### config.mk
export PLATFORM = sky130hd
export DESIGN_NAME = spot_frame_writer_flat
export DESIGN_NICKNAME = d
export VERILOG_FILES = /design/src/rtl/spot_frame_writer_if.sv /design/src/rtl/spot_frame_writer.sv /design/src/flat_wrapper.sv
export SDC_FILE = /design/constraint.sdc
export NUM_CORES = 1
export LEC_CHECK = 0
export CAP_MARGIN = 10
export CORE_MARGIN = 5
export CORE_UTILIZATION = 40
export DETAILED_ROUTE_END_ITERATION = 10
export GPL_ROUTABILITY_DRIVEN = 0
export GPL_TIMING_DRIVEN = 0
export HOLD_SLACK_MARGIN = 0.08
export RECOVER_POWER = 100
export SYNTH_ARGS = -nofsm -noshare
export SYNTH_HDL_FRONTEND = slang
export SYNTH_SLANG_ARGS = --single-unit
### constraint.sdc
create_clock -name clk_in -period 4 [get_ports clk_in]
set_input_delay 0.8 -clock clk_in [delete_from_list [all_inputs] [get_ports clk_in]]
set_output_delay 0.8 -clock clk_in [all_outputs]
set_load 0.03 [all_outputs]
### src/rtl/spot_frame_writer_if.sv
// ---------------------------------------------------------------------------
// spot_frame_writer_if
//
// Bundles the camera pixel stream and the spot finder RAM write port used by
// spot_frame_writer.
//
// Handshake semantics: the pixel stream has a valid and no ready. Every cycle
// with pix_valid=1 hands one pixel to the writer, and the writer always takes
// it. frame_start, line_end and frame_end are single-cycle strobes. mem_we is
// a single-cycle write strobe qualifying mem_address/mem_data, and the RAM
// must take every write because it cannot stall the writer.
//
// Signals:
//   pix_data    [7:0]   pixel value
//   pix_valid           pix_data valid this cycle
//   frame_start         first cycle of a frame (may carry pixel 0)
//   line_end            last cycle of a line (may carry the last pixel)
//   frame_end           end of frame (same cycle as or after last line_end)
//   mem_we              RAM write enable
//   mem_address [13:0]  RAM word address
//   mem_data    [255:0] packed kernel word, pixel 0 in bits [7:0]
//
// Modports:
//   slave  - the frame writer (consumes pixels, drives the RAM port)
//   master - the camera/RAM side (drives pixels, observes the RAM port)
// ---------------------------------------------------------------------------
interface spot_frame_writer_if;
    logic [7:0]   pix_data;
    logic         pix_valid;
    logic         frame_start;
    logic         line_end;
    logic         frame_end;
    logic         mem_we;
    logic [13:0]  mem_address;
    logic [255:0] mem_data;

    modport slave (
        input  pix_data, pix_valid, frame_start, line_end, frame_end,
        output mem_we, mem_address, mem_data
    );

    modport master (
        output pix_data, pix_valid, frame_start, line_end, frame_end,
        input  mem_we, mem_address, mem_data
    );
endinterface

### src/rtl/spot_frame_writer.sv
// ---------------------------------------------------------------------------
// spot_frame_writer
//
// Packs the camera pixel stream into 256-bit kernel words (32 pixels, pixel 0
// in the low byte) and writes them to the spot finder block RAM. It also
// measures the frame geometry and pulses frame_done when a complete frame
// is in RAM.
//
// Parameters:
//   MAX_WORDS      RAM depth in 256-bit words. Writes beyond the last word
//                  are dropped and flagged with overflow.
//
// Optional feature macro:
//   SPOT_WRITER_MAXPIX_EN  when defined, max_pixel reports the brightest
//                          pixel of the last completed frame. Otherwise
//                          max_pixel is constant 0.
//
// Ports:
//   clk_in         clock, all logic on the rising edge
//   reset          synchronous, active-high
//   bus            spot_frame_writer_if.slave (pixel stream in, RAM port out)
//   cam_kernels_x  kernels per line of the last completed frame
//   cam_lines_y    lines of the last completed frame
//   frame_done     one-cycle pulse, frame written and geometry valid
//   busy           high while capturing or flushing
//   overflow       sticky, a word was dropped because RAM was full
//   line_err       sticky, a line's kernel count differed from line 0's
//   max_pixel      brightest pixel of the last frame (see macro above)
//   fsm_state      current FSM state (0 idle, 1 capture, 2 flush, 3 done)
// ---------------------------------------------------------------------------
module spot_frame_writer #(
    parameter int MAX_WORDS = 16384
) (
    input  logic               clk_in,
    input  logic               reset,
    spot_frame_writer_if.slave bus,
    output logic [15:0]        cam_kernels_x,
    output logic [15:0]        cam_lines_y,
    output logic               frame_done,
    output logic               busy,
    output logic               overflow,
    output logic               line_err,
    output logic [7:0]         max_pixel,
    output logic [1:0]         fsm_state
);
    localparam logic [1:0] ST_IDLE    = 2'd0;
    localparam logic [1:0] ST_CAPTURE = 2'd1;
    localparam logic [1:0] ST_FLUSH   = 2'd2;
    localparam logic [1:0] ST_DONE    = 2'd3;

    // One wider than the RAM address so that "RAM full" is representable.
    localparam logic [14:0] MAX_ADDR = 15'(MAX_WORDS);

    logic [1:0]   state;
    logic [14:0]  word_addr;
    logic [4:0]   pix_idx;
    logic [255:0] shift_word;
    logic         line_pix_seen;
    logic [15:0]  kern_cnt;
    logic [15:0]  line_cnt;
    logic [15:0]  ref_kernels;

    logic         mem_we_q;
    logic [13:0]  mem_address_q;
    logic [255:0] mem_data_q;

    function automatic logic [15:0] sat_inc(input logic [15:0] v);
        return (v == 16'hFFFF) ? v : v + 16'd1;
    endfunction

    logic         capture_run;
    logic         active;
    logic         accept;
    logic         full_word;
    logic         line_close;
    logic         do_write;
    logic         do_line;
    logic [4:0]   idx_next;
    logic [255:0] word_next;
    logic [15:0]  line_kernels;

    always_comb begin
        // A frame_start during capture restarts the frame, so the normal
        // datapath is suppressed for that cycle.
        capture_run = (state == ST_CAPTURE) && !bus.frame_start;
        active      = capture_run || (state == ST_FLUSH);
        accept      = capture_run && bus.pix_valid;

        word_next = shift_word;
        if (accept) begin
            word_next[{pix_idx, 3'b000} +: 8] = bus.pix_data;
        end
        idx_next  = accept ? pix_idx + 5'd1 : pix_idx;
        full_word = accept && (pix_idx == 5'd31);

        // FLUSH behaves like an implicit line_end for a dangling line.
        line_close   = (capture_run && bus.line_end) || (state == ST_FLUSH);
        // idx_next wraps to 0 on a full word, so a coincident line_end does
        // not add a second write.
        do_write     = full_word || (line_close && (idx_next != 5'd0));
        do_line      = line_close && (line_pix_seen || accept);
        line_kernels = do_write ? sat_inc(kern_cnt) : kern_cnt;
    end

    always_ff @(posedge clk_in) begin
        if (reset) begin
            state         <= ST_IDLE;
            word_addr     <= '0;
            pix_idx       <= '0;
            shift_word    <= '0;
            line_pix_seen <= 1'b0;
            kern_cnt      <= '0;
            line_cnt      <= '0;
            ref_kernels   <= '0;
            mem_we_q      <= 1'b0;
            mem_address_q <= '0;
            mem_data_q    <= '0;
            cam_kernels_x <= '0;
            cam_lines_y   <= '0;
            frame_done    <= 1'b0;
            overflow      <= 1'b0;
            line_err      <= 1'b0;
        end else begin
            mem_we_q   <= 1'b0;
            frame_done <= 1'b0;

            if (active) begin
                shift_word <= word_next;
                pix_idx    <= idx_next;
                if (accept) begin
                    line_pix_seen <= 1'b1;
                end
                if (do_write) begin
                    // Clearing after each write keeps unused bytes of a
                    // partial word at zero.
                    shift_word <= '0;
                    pix_idx    <= '0;
                    kern_cnt   <= sat_inc(kern_cnt);
                    if (word_addr == MAX_ADDR) begin
                        overflow <= 1'b1;
                    end else begin
                        mem_we_q      <= 1'b1;
                        mem_address_q <= word_addr[13:0];
                        mem_data_q    <= word_next;
                        word_addr     <= word_addr + 15'd1;
                    end
                end
                if (line_close) begin
                    line_pix_seen <= 1'b0;
                end
                if (do_line) begin
                    kern_cnt <= '0;
                    line_cnt <= sat_inc(line_cnt);
                    if (line_cnt == 16'd0) begin
                        ref_kernels <= line_kernels;
                    end else if (line_kernels != ref_kernels) begin
                        line_err <= 1'b1;
                    end
                end
            end

            case (state)
                ST_IDLE, ST_CAPTURE: begin
                    if (bus.frame_start) begin
                        state         <= ST_CAPTURE;
                        word_addr     <= '0;
                        kern_cnt      <= '0;
                        line_cnt      <= '0;
                        ref_kernels   <= '0;
                        overflow      <= 1'b0;
                        line_err      <= 1'b0;
                        shift_word    <= '0;
                        pix_idx       <= bus.pix_valid ? 5'd1 : 5'd0;
                        line_pix_seen <= bus.pix_valid;
                        if (bus.pix_valid) begin
                            shift_word[7:0] <= bus.pix_data;
                        end
                    end else if ((state == ST_CAPTURE) && bus.frame_end) begin
                        state <= ST_FLUSH;
                    end
                end
                ST_FLUSH: begin
                    state <= ST_DONE;
                end
                ST_DONE: begin
                    cam_kernels_x <= ref_kernels;
                    cam_lines_y   <= line_cnt;
                    frame_done    <= 1'b1;
                    state         <= ST_IDLE;
                end
                default: begin
                    state <= ST_IDLE;
                end
            endcase
        end
    end

`ifdef SPOT_WRITER_MAXPIX_EN
    logic [7:0] frame_max;

    always_ff @(posedge clk_in) begin
        if (reset) begin
            frame_max <= '0;
            max_pixel <= '0;
        end else begin
            if (((state == ST_IDLE) || (state == ST_CAPTURE)) && bus.frame_start) begin
                frame_max <= bus.pix_valid ? bus.pix_data : 8'd0;
            end else if (accept && (bus.pix_data > frame_max)) begin
                frame_max <= bus.pix_data;
            end
            if (state == ST_DONE) begin
                max_pixel <= frame_max;
            end
        end
    end
`else
    assign max_pixel = 8'd0;
`endif

    assign bus.mem_we      = mem_we_q;
    assign bus.mem_address = mem_address_q;
    assign bus.mem_data    = mem_data_q;
    assign busy            = (state == ST_CAPTURE) || (state == ST_FLUSH);
    assign fsm_state       = state;

endmodule

### src/flat_wrapper.sv
// flat-port wrapper written by rule: the top's interface ports become plain ports
module spot_frame_writer_flat 
#(
    parameter int MAX_WORDS = 16384
)
  (clk_in, reset, cam_kernels_x, cam_lines_y, frame_done, busy, overflow, line_err, max_pixel, fsm_state, bus_pix_data, bus_pix_valid, bus_frame_start, bus_line_end, bus_frame_end, bus_mem_we, bus_mem_address, bus_mem_data);
  spot_frame_writer_if bus_i ();
  input  logic clk_in;
  input  logic reset;
  output logic [15:0] cam_kernels_x;
  output logic [15:0] cam_lines_y;
  output logic frame_done;
  output logic busy;
  output logic overflow;
  output logic line_err;
  output logic [7:0] max_pixel;
  output logic [1:0] fsm_state;
  input wire logic [$bits(bus_i.pix_data)-1:0] bus_pix_data;
  input wire logic [$bits(bus_i.pix_valid)-1:0] bus_pix_valid;
  input wire logic [$bits(bus_i.frame_start)-1:0] bus_frame_start;
  input wire logic [$bits(bus_i.line_end)-1:0] bus_line_end;
  input wire logic [$bits(bus_i.frame_end)-1:0] bus_frame_end;
  output wire logic [$bits(bus_i.mem_we)-1:0] bus_mem_we;
  output wire logic [$bits(bus_i.mem_address)-1:0] bus_mem_address;
  output wire logic [$bits(bus_i.mem_data)-1:0] bus_mem_data;
  assign bus_i.pix_data = bus_pix_data;
  assign bus_i.pix_valid = bus_pix_valid;
  assign bus_i.frame_start = bus_frame_start;
  assign bus_i.line_end = bus_line_end;
  assign bus_i.frame_end = bus_frame_end;
  assign bus_mem_we = bus_i.mem_we;
  assign bus_mem_address = bus_i.mem_address;
  assign bus_mem_data = bus_i.mem_data;
  spot_frame_writer #(.MAX_WORDS(MAX_WORDS)) u_core (.clk_in(clk_in), .reset(reset), .bus(bus_i), .cam_kernels_x(cam_kernels_x), .cam_lines_y(cam_lines_y), .frame_done(frame_done), .busy(busy), .overflow(overflow), .line_err(line_err), .max_pixel(max_pixel), .fsm_state(fsm_state));
endmodule
* Word-level counts from Yosys, hierarchy flattened
Cells that the tools add are included.
** Operators by class
- $add $sub $neg :: 5
- Div/mod/pow operators :: 0
- Reduce and logical (&&, ||, !) cells :: 19
- Multiply operators :: 0
- Equality and inequality tests :: 9
- Shift-type cells :: 2
- Bitwise logic cells :: 3
- Muxes and demuxes :: 55
- $lt $le $gt $ge :: 0
** Operator list (count)
- 256-bit 2-to-1 mux :: 5
- 256-bit bitwise mux :: 1
- 16-bit 2-to-1 mux :: 16
- 8-bit by 10-bit variable shift with 256-bit output, first input constant :: 1
- 8-bit by 10-bit variable part select with 256-bit output :: 1
- 15-bit 2-to-1 mux :: 5
- 16-bit by 1-bit adder with 16-bit output, second input constant :: 2
- 16-bit equality test, second input constant :: 2
- 5-bit 2-to-1 mux :: 5
- 1-bit 2-to-1 mux :: 19
- 16-bit zero test :: 1
- 16-bit inequality test :: 1
- 15-bit by 1-bit adder with 15-bit output, second input constant :: 1
- 15-bit equality test, second input constant :: 1
- 8-bit negation with 10-bit output :: 1
- 8-bit 2-to-1 mux :: 1
- 1-bit logical AND :: 7
- 2-bit one-hot mux with 3 select lines :: 1
- 5-bit by 1-bit adder with 5-bit output, second input constant :: 1
- 5-bit equality test, second input constant :: 1
- 1-bit logical OR :: 5
- 5-bit nonzero test :: 1
- 2-bit equality test, second input constant :: 2
- 2-bit 2-to-1 mux :: 2
- 8 further kinds :: 10
** Word-level totals
- Bits of input ports :: 14
- Memory bits (writable) :: 0
- Memories :: 0
- Bits in read-only memories :: 0
- Logic and storage cells :: 109
- Output and inout bits :: 317
- Bits in latches :: 0
- Flip-flop bits (word level) :: 633

* Longest topological paths before layout
- Depth in word-level cells :: 15
- Depth in mapped cells :: 14
- Mapped depth without buffers :: 11

* Worst setup path after synthesis
OpenSTA, ideal clock, no wires.
- Path type :: register to register
- Start point :: register u_core.state[1], in the netlist u_core.fsm_state[1]
- End point :: register u_core.line_err
- Setup slack :: 1000 ps
- Period minus slack after synthesis :: 3000 ps
- Cell stages (with the launch flop) :: 13
- Required time :: 3880 ps
- Library setup time :: 120 ps
- Path buffers :: 1
- Data arrival time :: 2880 ps
- Cell sequence :: dfxtp_1 -> inv_1 -> ha_1 -> nor2b_1 -> a21oi_1 -> o21ai_0 -> or2_2 -> buf_6 -> a21oi_1 -> o32ai_1 -> a211oi_1 -> nand4_1 -> o31a_1
** On the way
- Word-level cells in the longest chain between the ends :: 15
- Elaborated cells on any way between the ends :: 24
- Classes of those cells :: eq/ne: 3; mux: 8; reduce/logical: 13
** Ends and longest elaborated chain
- from (decl) :: RTL line spot_frame_writer.sv:54 : logic [1:0] state;
- from (signal assigned) :: RTL line spot_frame_writer.sv:107 : state <= ST_IDLE;
- from (signal assigned) :: RTL line spot_frame_writer.sv:165 : state <= ST_CAPTURE;
- from (signal assigned) :: RTL line spot_frame_writer.sv:179 : state <= ST_FLUSH;
- 2-bit by 1-bit equality test with 1-bit output :: RTL line spot_frame_writer.sv:85, spot_frame_writer.sv:162
- 1-bit logical AND :: RTL line spot_frame_writer.sv:85 : capture_run = (state == ST_CAPTURE) && !bus.frame_start;
- 1-bit logical AND :: RTL line spot_frame_writer.sv:87 : accept = capture_run && bus.pix_valid;
- 5-bit 2-to-1 mux :: RTL line spot_frame_writer.sv:93 : idx_next = accept ? pix_idx + 5'd1 : pix_idx;
- 5-bit nonzero test :: RTL line spot_frame_writer.sv:100 : do_write = full_word || (line_close && (idx_next != 5'd0));
- 1-bit logical AND :: RTL line spot_frame_writer.sv:100
- 1-bit logical OR :: RTL line spot_frame_writer.sv:100
- 16-bit 2-to-1 mux :: RTL line spot_frame_writer.sv:102 : line_kernels = do_write ? sat_inc(kern_cnt) : kern_cnt;
- 16-bit inequality test :: RTL line spot_frame_writer.sv:156 : end else if (line_kernels != ref_kernels) begin
- 1-bit 2-to-1 mux :: RTL line spot_frame_writer.sv:156
- 1-bit 2-to-1 mux :: RTL line spot_frame_writer.sv:154 : if (line_cnt == 16'd0) begin
- 1-bit 2-to-1 mux :: RTL line spot_frame_writer.sv:151 : if (do_line) begin
- 1-bit 2-to-1 mux :: RTL line spot_frame_writer.sv:127 : if (active) begin
- 1-bit 2-to-1 mux :: RTL line spot_frame_writer.sv:164 : if (bus.frame_start) begin
- 1-bit 2-to-1 mux (*) :: RTL line spot_frame_writer.sv:162 : case (state)
- to (signal assigned) :: RTL line spot_frame_writer.sv:122 : line_err <= 1'b0;
- to (signal assigned) :: RTL line spot_frame_writer.sv:157 : line_err <= 1'b1;
- to (signal assigned) :: RTL line spot_frame_writer.sv:171 : line_err <= 1'b0;
- to (decl) :: RTL line spot_frame_writer.sv:42 : output logic line_err,
Every way passes the cells marked *; elsewhere a longest branch is shown, timed or not.
A chain may end at the register's enable or synchronous reset.

* Worst setup path after layout
- Start point :: register u_core.state[1], in the netlist u_core.fsm_state[1]
- End point :: register u_core.shift_word[100]
** On the way
- Word-level cells in the longest chain between the ends :: 11
- Elaborated cells on any way between the ends :: 19
- Classes of those cells :: eq/ne: 2; mux: 6; reduce/logical: 11
** Ends and longest elaborated chain
- 2-bit by 1-bit equality test with 1-bit output :: RTL line spot_frame_writer.sv:85, spot_frame_writer.sv:162
- 1-bit logical AND :: RTL line spot_frame_writer.sv:85
- 1-bit logical AND :: RTL line spot_frame_writer.sv:87
- 5-bit 2-to-1 mux :: RTL line spot_frame_writer.sv:93
- 5-bit nonzero test :: RTL line spot_frame_writer.sv:100
- 1-bit logical AND :: RTL line spot_frame_writer.sv:100
- 1-bit logical OR :: RTL line spot_frame_writer.sv:100
- 256-bit 2-to-1 mux :: RTL line spot_frame_writer.sv:133 : if (do_write) begin
- 256-bit 2-to-1 mux :: RTL line spot_frame_writer.sv:127
- 256-bit 2-to-1 mux :: RTL line spot_frame_writer.sv:164
- 256-bit 2-to-1 mux (*) :: RTL line spot_frame_writer.sv:162
- to (signal assigned) :: RTL line spot_frame_writer.sv:128 : shift_word <= word_next;
- to (decl) :: RTL line spot_frame_writer.sv:57 : logic [255:0] shift_word;
Marked as above.

==> run summary <==
Sequential Area -> 12700 um^2
VDD IR max -> 0.000289 V
critical path data required time -> 4460 ps
root cell of the clock tree -> clkbuf_16
cells on worst reg2reg path -> 11
port bufs -> 313
row cnt -> 93
FF-to-FF End -> u_core.shift_word[100]
die area -> 69500 um^2
crit path launch type -> flop
initial drt markers -> 2464
Slew @ Worst Pin -> 1350 ps
Fin. Hold Viols -> 0
Fin Hold WS -> 451 ps
Setup crit end kind -> flop
Crit Path Class -> flop to flop
H-Tree Depth -> 3
top post-synthesis cells by count -> nor2_1 (907), dfxtp_1 (633), a211oi_1 (270)
routed vias -> 24836
crit-path most repeated cell -> nor2_1
first-pass GRT wire length -> 147000 um
clock slew seen by the registers of the worst setup and hold paths -> 60 ps
share of cells above drive strength 1 -> 5.28%
GRT Total Usage -> 26.9%
# nets final -> 3468
slew margin rel. -> 8.79%
Seq/Total Area, Yosys -> 49.2%
fin crit period -> 3870 ps
largest net degree at the start of global routing -> 14
status -> complete, no violations
Slew Viols, Final -> 0
final WL -> 98900 um
DP HPWL -> 73600 um
Top Ports -> 331
total gr overflow -> 0
FF+latch count, synth -> 633
hold crit path type -> flop to flop
vias in the first global route -> 23967
Routed WL per cell -> 22.8 um
Synthesis Warnings -> 0
CP arrival -> 4330 ps
max cap viols -> 0
fmax -> 258 MHz
total CTS buffers -> 69
initial antenna violation count -> 2
worst slack at placement -> -1390 ps
Die Y -> 264 um
CP peak stage delay -> 790 ps
dominant synthesized flop cell -> dfxtp_1
multi-input gate area in the final layout -> 12000 um^2
R2R setup slack -> 130 ps
Area growth syn-to-layout -> 25.2%
Syn Std Cell Area -> 25700 um^2
pwr/cell area -> 468 nW/um^2
RSZ-0062 raised after global routing -> no
core footprint -> 64100 um^2
setup TNS -> 0 ps
crit path max-delay cell type -> clkbuf_1
clock latency on the worst-skew pair -> 610 ps
synthesized area per cell -> 8.45 um^2
leakage power -> 0.0117 uW
Routed Antenna Nets -> 0
Setup WS post-layout -> 131 ps
top cell type's share of synthesized area -> 49.2%
via-per-instance ratio -> 5.73
reg2reg start -> u_core.fsm_state[1]
clk_skew -> 24.7 ps
number of flops mapped to enable cells by yosys -> 0
Pre-antenna DRT Iters -> 6
fill count -> 6116
Chip Width -> 264 um
Synth area leader -> dfxtp_1
Power, Total -> 15100 uW
n_diodes -> 0
crit path from -> u_core.fsm_state[1]
Final Cycle Share -> 96.7%
CTS tree -> built
crit path max fanout -> 10
Initial Utilization -> 40.1%
most numerous cell in the Yosys netlist -> nor2_1
ys async rst share -> 0%
hold buffers post-CTS -> 0
cells after synthesis -> 3047
Clock Tree Buf Depth -> 3
synth top area cells -> dfxtp_1 (49%), nor2_1 (13%), a211oi_1 (7.9%), a22oi_1 (5.4%), mux2i_1 (4.0%)
clock sinks -> 633
post-synth cell types -> 68
Worst Setup EP -> u_core.shift_word[100]
Setup Viol. Count Final -> 0
DRC Markers -> 0
crit-path cells -> inv_1 -> ha_1 -> nor2b_1 -> a21oi_1 -> o21ai_1 -> nor2_4 -> nand2_2 -> clkbuf_1 -> nor2_1 -> a22oi_1 -> nor2_1
cell usage in the layout (no fill, tap or decap), types with 4 or more instances in the layout:
cell,synthesis,layout
nor2_1,907,906
dfxtp_1,633,633
dlygate4sd3_1,0,310
a211oi_1,270,270
nor3_1,205,205
clkbuf_1,163,191
a22oi_1,184,184
nand2_1,140,139
mux2i_1,104,104
clkbuf_16,0,71
a32oi_1,43,43
nand3_1,41,41
a21oi_1,36,36
xnor2_1,25,25
inv_1,24,24
clkbuf_2,0,24
xor2_1,21,21
buf_2,45,19
o21ai_1,19,18
clkbuf_8,0,18
ha_1,15,15
o21ai_0,13,13
nand4_1,12,12
buf_4,11,11
and3_1,9,9
nor2b_1,8,8
a22o_1,8,8
conb_1,1,8
o21ai_2,6,7
nand2b_1,6,6
or3_1,6,6
and2_1,6,6
or2_2,5,5
or4_1,5,5
a311oi_1,5,5
nor4_1,4,4
clkinv_2,0,4
bufinv_16,0,4
state kept, by name (all words and copies together) (netlist names), 15 cells and up:
| name | cells |
|---|---|
| u_core.bus.mem_data | 256 |
| u_core.cam_kernels_x | 16 |
| u_core.cam_lines_y | 16 |
| u_core.kern_cnt | 16 |
| u_core.line_cnt | 16 |
| u_core.ref_kernels | 16 |
| u_core.shift_word | 256 |
| u_core.word_addr | 15 |
worst min-delay path by stage:
stage / start / to / cells past startpoint
2_1_floorplan: u_core.word_addr[14] / u_core.word_addr[14] / 1
3_3_place_gp: u_core.bus.mem_address[1] / u_core.bus.mem_address[1] / 2
3_5_place_dp: u_core.bus.mem_address[1] / u_core.bus.mem_address[1] / 2
4_1_cts: u_core.bus.mem_address[1] / u_core.bus.mem_address[1] / 2
5_1_grt: u_core.bus.mem_address[10] / u_core.bus.mem_address[10] / 2
6_report: u_core.bus.mem_address[1] / u_core.bus.mem_address[1] / 2
power breakdown:
part	switching [uW]	total (uW)	internal, uW	leakage [uW]
combinational	1480	2030	549	0.00547
clock	2580	6410	3830	0.00110
sequential	140	6630	6490	0.00511
total	4200	15100	10900	0.0117
through the flow:
stage,std cells,instance area [um^2],util [%]
after floorplan,3054,25800,-
after global placement,4222,30000,46.7
after detailed placement,4222,30000,46.7
after CTS,4337,32200,50.3
after global routing,4338,32200,50.3
final,4338,32200,50.3
kinds of logic after synthesis:
family / count (synthesis) / share of synthesized area (%)
flip-flops: 633 / 49.2
other: 1 / 0.0146
XOR/XNOR: 46 / 1.57
multiplexers: 107 / 4.18
adder cells (fa/ha/maj): 15 / 0.729
AO/OA/AOI/OAI: 616 / 17.8
AND/OR/NAND/NOR: 1372 / 22.2
buffers and inverters: 257 / 4.25
critical path: cells and delay by family (launching register included):
kind | cells | cell delay (ps)
AO/OA/AOI/OAI | 3 | 960
adder cells (fa/ha/maj) | 1 | 280
buffers and inverters | 2 | 930
flip-flops | 1 | 360
AND/OR/NAND/NOR | 5 | 1180
final cells by class:
type,instances,area share (%)
Buffer,233,3.11
Clock buffer,105,6.47
Clock inverter,10,0.489
Inverter,24,0.280
Multi-Input combinational cell,2164,37.3
Sequential cell,633,39.3
Tap cell,855,3.32
Timing Repair Buffer,314,9.73
repair_timing:
| action | 4_1_cts | 5_1_grt |
|---|---|---|
| setup endpoints to repair | 487 | 347 |
| hold endpoints to repair | 0 | 0 |
| pin swaps | 0 | 1 |
| resized for setup | 14 | 8 |
| buffers inserted | 0 | 1 |
metal layers:
layer  routed length (um)  up-vias  global-route usage, %
met3                 8650      210                   6.01
met4                 3810        0                   10.4
met5                    0        -                      0
met1                41700    11942                   35.6
met2                44800     1171                   43.2
li1                     -    11513                      -
Note: power is estimated with default switching activity, not from simulation.
